File: config.mk
export PLATFORM = sky130hd
export DESIGN_NAME = pulse_sequencer
export DESIGN_NICKNAME = d
export VERILOG_FILES = /design/src/rtl/pulse_sequencer.sv
export SDC_FILE = /design/constraint.sdc
export NUM_CORES = 1
export LEC_CHECK = 0
export BUFFER_PORTS_ARGS = -buffer_cell sky130_fd_sc_hd__clkbuf_2
export CAP_MARGIN = 20
export CORE_MARGIN = 4
export CORE_UTILIZATION = 48
export CTS_CLUSTER_SIZE = 10
export DETAILED_ROUTE_END_ITERATION = 10
export PLACE_DENSITY = 0.69
export RECOVER_POWER = 50
export SLEW_MARGIN = 10
export SYNTH_ARGS = -nofsm -noshare
export SYNTH_HDL_FRONTEND = slang
export SYNTH_SLANG_ARGS = --single-unit
File: constraint.sdc
create_clock -name clk -period 3.3 [get_ports clk]
set_input_delay 0.33 -clock clk [delete_from_list [all_inputs] [get_ports clk]]
set_output_delay 0.33 -clock clk [all_outputs]
set_load 0.01 [all_outputs]
File: src/rtl/pulse_sequencer.sv
// pulse_sequencer
// ---------------
// Programmable pulse-train controller. A host loads one configuration
// (delay, high time, low time, pulse count). The block then walks an
// internal phase counter through DELAY -> HIGH -> (LOW -> HIGH)* -> DONE
// and drives pulse_out high during every HIGH phase.
//
// Ports
//   clk          rising-edge clock
//   rst_n        synchronous active-low reset
//   cfg_valid    host presents a configuration
//   cfg_ready    block can accept a configuration (state IDLE)
//   cfg_delay    cycles before the first pulse (0 skips DELAY)
//   cfg_high     pulse high time in cycles (0 treated as 1)
//   cfg_low      gap between pulses in cycles (0 treated as 1)
//   cfg_repeat   pulses in the burst (0 treated as 1)
//   abort        terminate the running burst
//   busy         burst in progress (state != IDLE)
//   pulse_out    generated pulse train (state == HIGH)
//   done         one-cycle strobe on normal completion (state == DONE)
//   aborted      one-cycle registered strobe after an abort
//   phase_cnt    cycle index within the current phase
//   pulses_left  pulses not yet finished, including the current one
//   dbg_state    registered FSM state, for observation only
//
// Handshake: a configuration transfers on a rising edge where cfg_valid
// and cfg_ready are both 1. cfg_ready depends only on the registered
// state, never on cfg_valid. While cfg_ready is 0, cfg_valid and the
// cfg_* fields are ignored and the latched configuration is unchanged.
module pulse_sequencer #(
  parameter int WIDTH    = 8,
  parameter int REPEAT_W = 4
) (
  input  logic                clk,
  input  logic                rst_n,
  input  logic                cfg_valid,
  output logic                cfg_ready,
  input  logic [WIDTH-1:0]    cfg_delay,
  input  logic [WIDTH-1:0]    cfg_high,
  input  logic [WIDTH-1:0]    cfg_low,
  input  logic [REPEAT_W-1:0] cfg_repeat,
  input  logic                abort,
  output logic                busy,
  output logic                pulse_out,
  output logic                done,
  output logic                aborted,
  output logic [WIDTH-1:0]    phase_cnt,
  output logic [REPEAT_W-1:0] pulses_left,
  output logic [2:0]          dbg_state
);

  typedef enum logic [2:0] {
    S_IDLE  = 3'd0,
    S_DELAY = 3'd1,
    S_HIGH  = 3'd2,
    S_LOW   = 3'd3,
    S_DONE  = 3'd4
  } state_t;

  state_t              r_state;
  logic [WIDTH-1:0]    r_phase_cnt;
  logic [REPEAT_W-1:0] r_pulses_left;
  logic [WIDTH-1:0]    r_delay;
  logic [WIDTH-1:0]    r_high;
  logic [WIDTH-1:0]    r_low;
  logic                r_aborted;

  state_t              w_state_nxt;
  logic [WIDTH-1:0]    w_phase_nxt;
  logic [REPEAT_W-1:0] w_pulses_nxt;
  logic                w_aborted_nxt;
  logic                w_load;
  logic [WIDTH-1:0]    w_len_m1;
  logic                w_phase_end;

  // High and low lengths are stored already clamped to at least 1, so the
  // phase-end compare below never needs to special-case zero. The delay is
  // stored raw: a zero delay never enters DELAY, so its length is unused.
  always_comb begin
    w_len_m1 = '0;
    case (r_state)
      S_DELAY: w_len_m1 = r_delay - WIDTH'(1);
      S_HIGH:  w_len_m1 = r_high  - WIDTH'(1);
      S_LOW:   w_len_m1 = r_low   - WIDTH'(1);
      default: w_len_m1 = '0;
    endcase
  end

  assign w_phase_end = (r_phase_cnt == w_len_m1);

  always_comb begin
    w_state_nxt   = r_state;
    w_phase_nxt   = r_phase_cnt;
    w_pulses_nxt  = r_pulses_left;
    w_aborted_nxt = 1'b0;
    w_load        = 1'b0;
    case (r_state)
      S_IDLE: begin
        w_phase_nxt  = '0;
        w_pulses_nxt = '0;
        // abort is deliberately not looked at here: a handshake in the
        // same cycle as abort still starts a burst.
        if (cfg_valid) begin
          w_load       = 1'b1;
          w_pulses_nxt = (cfg_repeat == '0) ? REPEAT_W'(1) : cfg_repeat;
          w_state_nxt  = (cfg_delay != '0) ? S_DELAY : S_HIGH;
        end
      end
      S_DELAY, S_HIGH, S_LOW: begin
        if (abort) begin
          w_state_nxt   = S_IDLE;
          w_phase_nxt   = '0;
          w_pulses_nxt  = '0;
          w_aborted_nxt = 1'b1;
        end else if (w_phase_end) begin
          w_phase_nxt = '0;
          if (r_state == S_HIGH) begin
            w_pulses_nxt = r_pulses_left - REPEAT_W'(1);
            // The last pulse goes straight to DONE: no trailing gap.
            w_state_nxt  = (r_pulses_left == REPEAT_W'(1)) ? S_DONE : S_LOW;
          end else begin
            w_state_nxt = S_HIGH;
          end
        end else begin
          w_phase_nxt = r_phase_cnt + WIDTH'(1);
        end
      end
      S_DONE: begin
        // Abort is ignored here; the completed burst stands.
        w_state_nxt = S_IDLE;
        w_phase_nxt = '0;
      end
      default: begin
        w_state_nxt  = S_IDLE;
        w_phase_nxt  = '0;
        w_pulses_nxt = '0;
      end
    endcase
  end

  always_ff @(posedge clk) begin
    if (!rst_n) begin
      r_state       <= S_IDLE;
      r_phase_cnt   <= '0;
      r_pulses_left <= '0;
      r_aborted     <= 1'b0;
      r_delay       <= '0;
      r_high        <= '0;
      r_low         <= '0;
    end else begin
      r_state       <= w_state_nxt;
      r_phase_cnt   <= w_phase_nxt;
      r_pulses_left <= w_pulses_nxt;
      r_aborted     <= w_aborted_nxt;
      if (w_load) begin
        r_delay <= cfg_delay;
        r_high  <= (cfg_high == '0) ? WIDTH'(1) : cfg_high;
        r_low   <= (cfg_low  == '0) ? WIDTH'(1) : cfg_low;
      end
    end
  end

  assign cfg_ready   = (r_state == S_IDLE);
  assign busy        = (r_state != S_IDLE);
  assign pulse_out   = (r_state == S_HIGH);
  assign done        = (r_state == S_DONE);
  assign aborted     = r_aborted;
  assign phase_cnt   = r_phase_cnt;
  assign pulses_left = r_pulses_left;
  assign dbg_state   = r_state;

endmodule
==> run metrics <==
status completed; clock buffer depth 2; Clock Latency Late Sink 0.29 ns; area leader, netlist dfxtp_1; Final Cycle Share 92.80%; Final Non-Filler Cells 408; gpl congestion 0.8525; Synth top area share 32.10%; Tot GR Track Use 18.65%; drt initial violations roughly 130; Mapped Area around 2500 µm²; Setup WS post-layout 0.2376 ns; clock sink total 40; Root Buffer clkbuf_8; Worst VDD drop around 0.43 mV; Mapped Nets roughly 320; Reg clk slew, reported paths 0.08 ns; core area 4880 µm²; top-count cell post-synth nand2_1; Final #Nets 376; WP data required 3.49 ns; YS warnings 0; vias per inst 5.395; Pleak between 1 and 1.5 nW; critical path class flip-flop to flip-flop; Vias 2201; worst path buffer plus inverter count 2; Slowest-stage cell, CP dfxtp_1; number of enable flip-flop cells after synthesis 0; endpoints failing setup 0; CP Cell Sequence nor2b_1 -> buf_6 -> mux2i_4 -> ha_2 -> o21ai_0 -> nor4_4 -> buf_4 -> xnor2_1 -> o211ai_1 -> nand4b_4 -> and3_4 -> o311a_1; Rows 25; Post-Route Skew 0.009542 ns; Power Dens Cells 794.7 nW/µm²; CP top delay family simple AND/OR/NAND/NOR gates; Starting Density roughly half; IO Count 52; Worst-Margin Slew ~1 ns; CTS H-tree depth 2; Placed Cells incl. Taps 397; DRC 0; iteration count of the initial detailed-routing pass 4; CP max FO 11; die height 80.10 µm; drt wl/cell 14.29 µm; crit path DAT 3.25 ns; maxcap violations 0; n_diodes 0; Hold Crit Class input pin to flip-flop; total chip power roughly 0.0023 W; RSZ-0062 raised after global routing no; layout cells sized above 1 23.75%; register area share after synthesis 32.10%; Total Wirelength 5.831 mm; Yosys reg bits 40; pre-CTS setup slack 0.2796 ns; Primary FF master, synth dfxtp_1; ys async rst share 0%; CP Launch Type flip-flop; Syn-to-layout area delta 16.60%; FMAX 326.5 MHz; slowest stage delay, CP 0.33 ns; crit path capture type flip-flop; initial antenna violation count 0; final antenna-violating net count 0; CTS tree built; Final Max Tran Viols 0; HPWL Detailed ~4.4 mm; post-synthesis cell type count 56; setup TNS 0 ns; top area cells in the synthesized netlist dfxtp_1 32%, nand2_1 8.1%, a21boi_0 6.6%; number of global-route vias before repair 2057; total congestion overflow 0; first-pass GRT wire length around 9.4 mm; Port Buf Inserts 51; fin area 2909 µm²; Tmin final approximately 3.1 ns; placed inst area 2780 µm²; Syn Inst Count between 200 and 300; Final Hold Vio Count 0; largest net degree at the start of global routing 36; die area 6415 µm²; Synth top cells by count 54 x nand2_1, 40 x dfxtp_1, 25 x nor2_1, 22 x a21boi_0, 11 x a21oi_1; TritonCTS Buffers 5; Syn Area/Cell 8.663 µm²; chip width 80.10 µm; slew margin rel. between 30% and 40%
==> power breakdown <==
group / internal [W] / switching, W / leakage (nW)
combinational: 0.000533 / 0.000728 / 0.726
clock: 0.000228 / 0.000178 / 0.0583
sequential: 0.000566 / 0.0000787 / 0.327
==> through the flow <==
stage / utilization (%) / hold slack, ns
after floorplan: - / 0.4014
after global placement: 56.97 / 0.4529
after detailed placement: 56.97 / 0.4615
after CTS: 59.36 / 0.2707
after global routing: 59.62 / 0.2758
final: 59.62 / 0.2753
==> kinds of logic (layout without fill, tap and decap cells) <==
logic type / after synthesis / count (layout) / share of synthesized area, %
AO/OA/AOI/OAI: 64 / 64 / 18.41
XOR/XNOR: 17 / 17 / 5.968
adder cells (fa/ha/maj): 4 / 4 / 2.006
buffers and inverters: 20 / 73 / 4.864
flip-flops: 40 / 40 / 32.10
multiplexers: 17 / 17 / 9.629
AND/OR/NAND/NOR: 126 / 126 / 27.03
==> layout by cell type (no fill, tap or decap), types with 2 or more instances in the layout <==
master    netlist  routed
clkbuf_8        0       5
o21ai_0         6       6
clkbuf_2        0      36
clkinv_4        0       2
and3_1          4       4
a41oi_1         2       2
or2_2           2       2
nor4b_2         3       3
a31oi_1         3       3
ha_1            4       3
inv_1           4       4
mux2_4          7       7
clkbuf_1        9      18
xnor2_1         8       8
nor4b_1         2       2
a211oi_1        3       3
xor2_1          9       9
o211ai_1        3       3
nand2_1        54      54
dfxtp_1        40      40
nor2_1         25      25
nor4_4          2       2
and2_0          0       2
nor3b_1         2       2
buf_4           0       6
nor4_1          5       5
a21boi_0       22      22
o311a_1         2       2
nand3_1         4       4
nand4_1         3       3
a21oi_1        11      11
mux2i_1         4       4
mux2i_4         2       3
nor3_1          7       7
==> path summary, 6_finish.rpt <==
| path | startpoint | end | slack, ns | cells past startpoint |
|---|---|---|---|---|
| max | dbg_state[1] | pulses_left[3] | 0.24 | 12 |
| min | cfg_high[4] | r_high[4] | 0.28 | 3 |
| max reg2reg | dbg_state[1] | pulses_left[3] | 0.24 | 12 |
| min reg2reg | r_low[7] | r_low[7] | 0.47 | 2 |
==> registers in the layout, indices dropped and copies added (netlist names) <==
| register | count |
|---|---|
| aborted | 1 |
| r_low | 8 |
| pulses_left | 4 |
| r_delay | 8 |
| phase_cnt | 8 |
| dbg_state | 3 |
| r_high | 8 |
==> tightest hold or removal path, delay by kind of cell <==
family	cells	cell delay, ns
buffers and inverters	1	0.09
AO/OA/AOI/OAI	1	0.06
AND/OR/NAND/NOR	1	0.04
==> cell type report <==
class                      count  area [µm²]
clock buffer                   5       68.82
multi-input combinational    228        1589
timing repair buffer          61       304.0
sequential                    40       800.8
inverter                       4       15.01
clock inverter                 3       47.55
fill                         461        1971
tap                           67       83.83
==> what timing repair did <==
item	in CTS	in global routing
setup endpoints to repair	0	8
buffers inserted	0	3
hold buffers	0	0
gates resized for setup	0	4
==> routing by layer <==
layer / vias up / global-route usage [%] / wire [µm]
met3: 8 / 3.924 / 256
met2: 51 / 30.46 / 2722
met1: 1013 / 24.02 / 2777
li1: 1129 / - / -
met4: 0 / 7.095 / 74
met5: - / 0 / 0
Power figures use the tool's default switching activity.
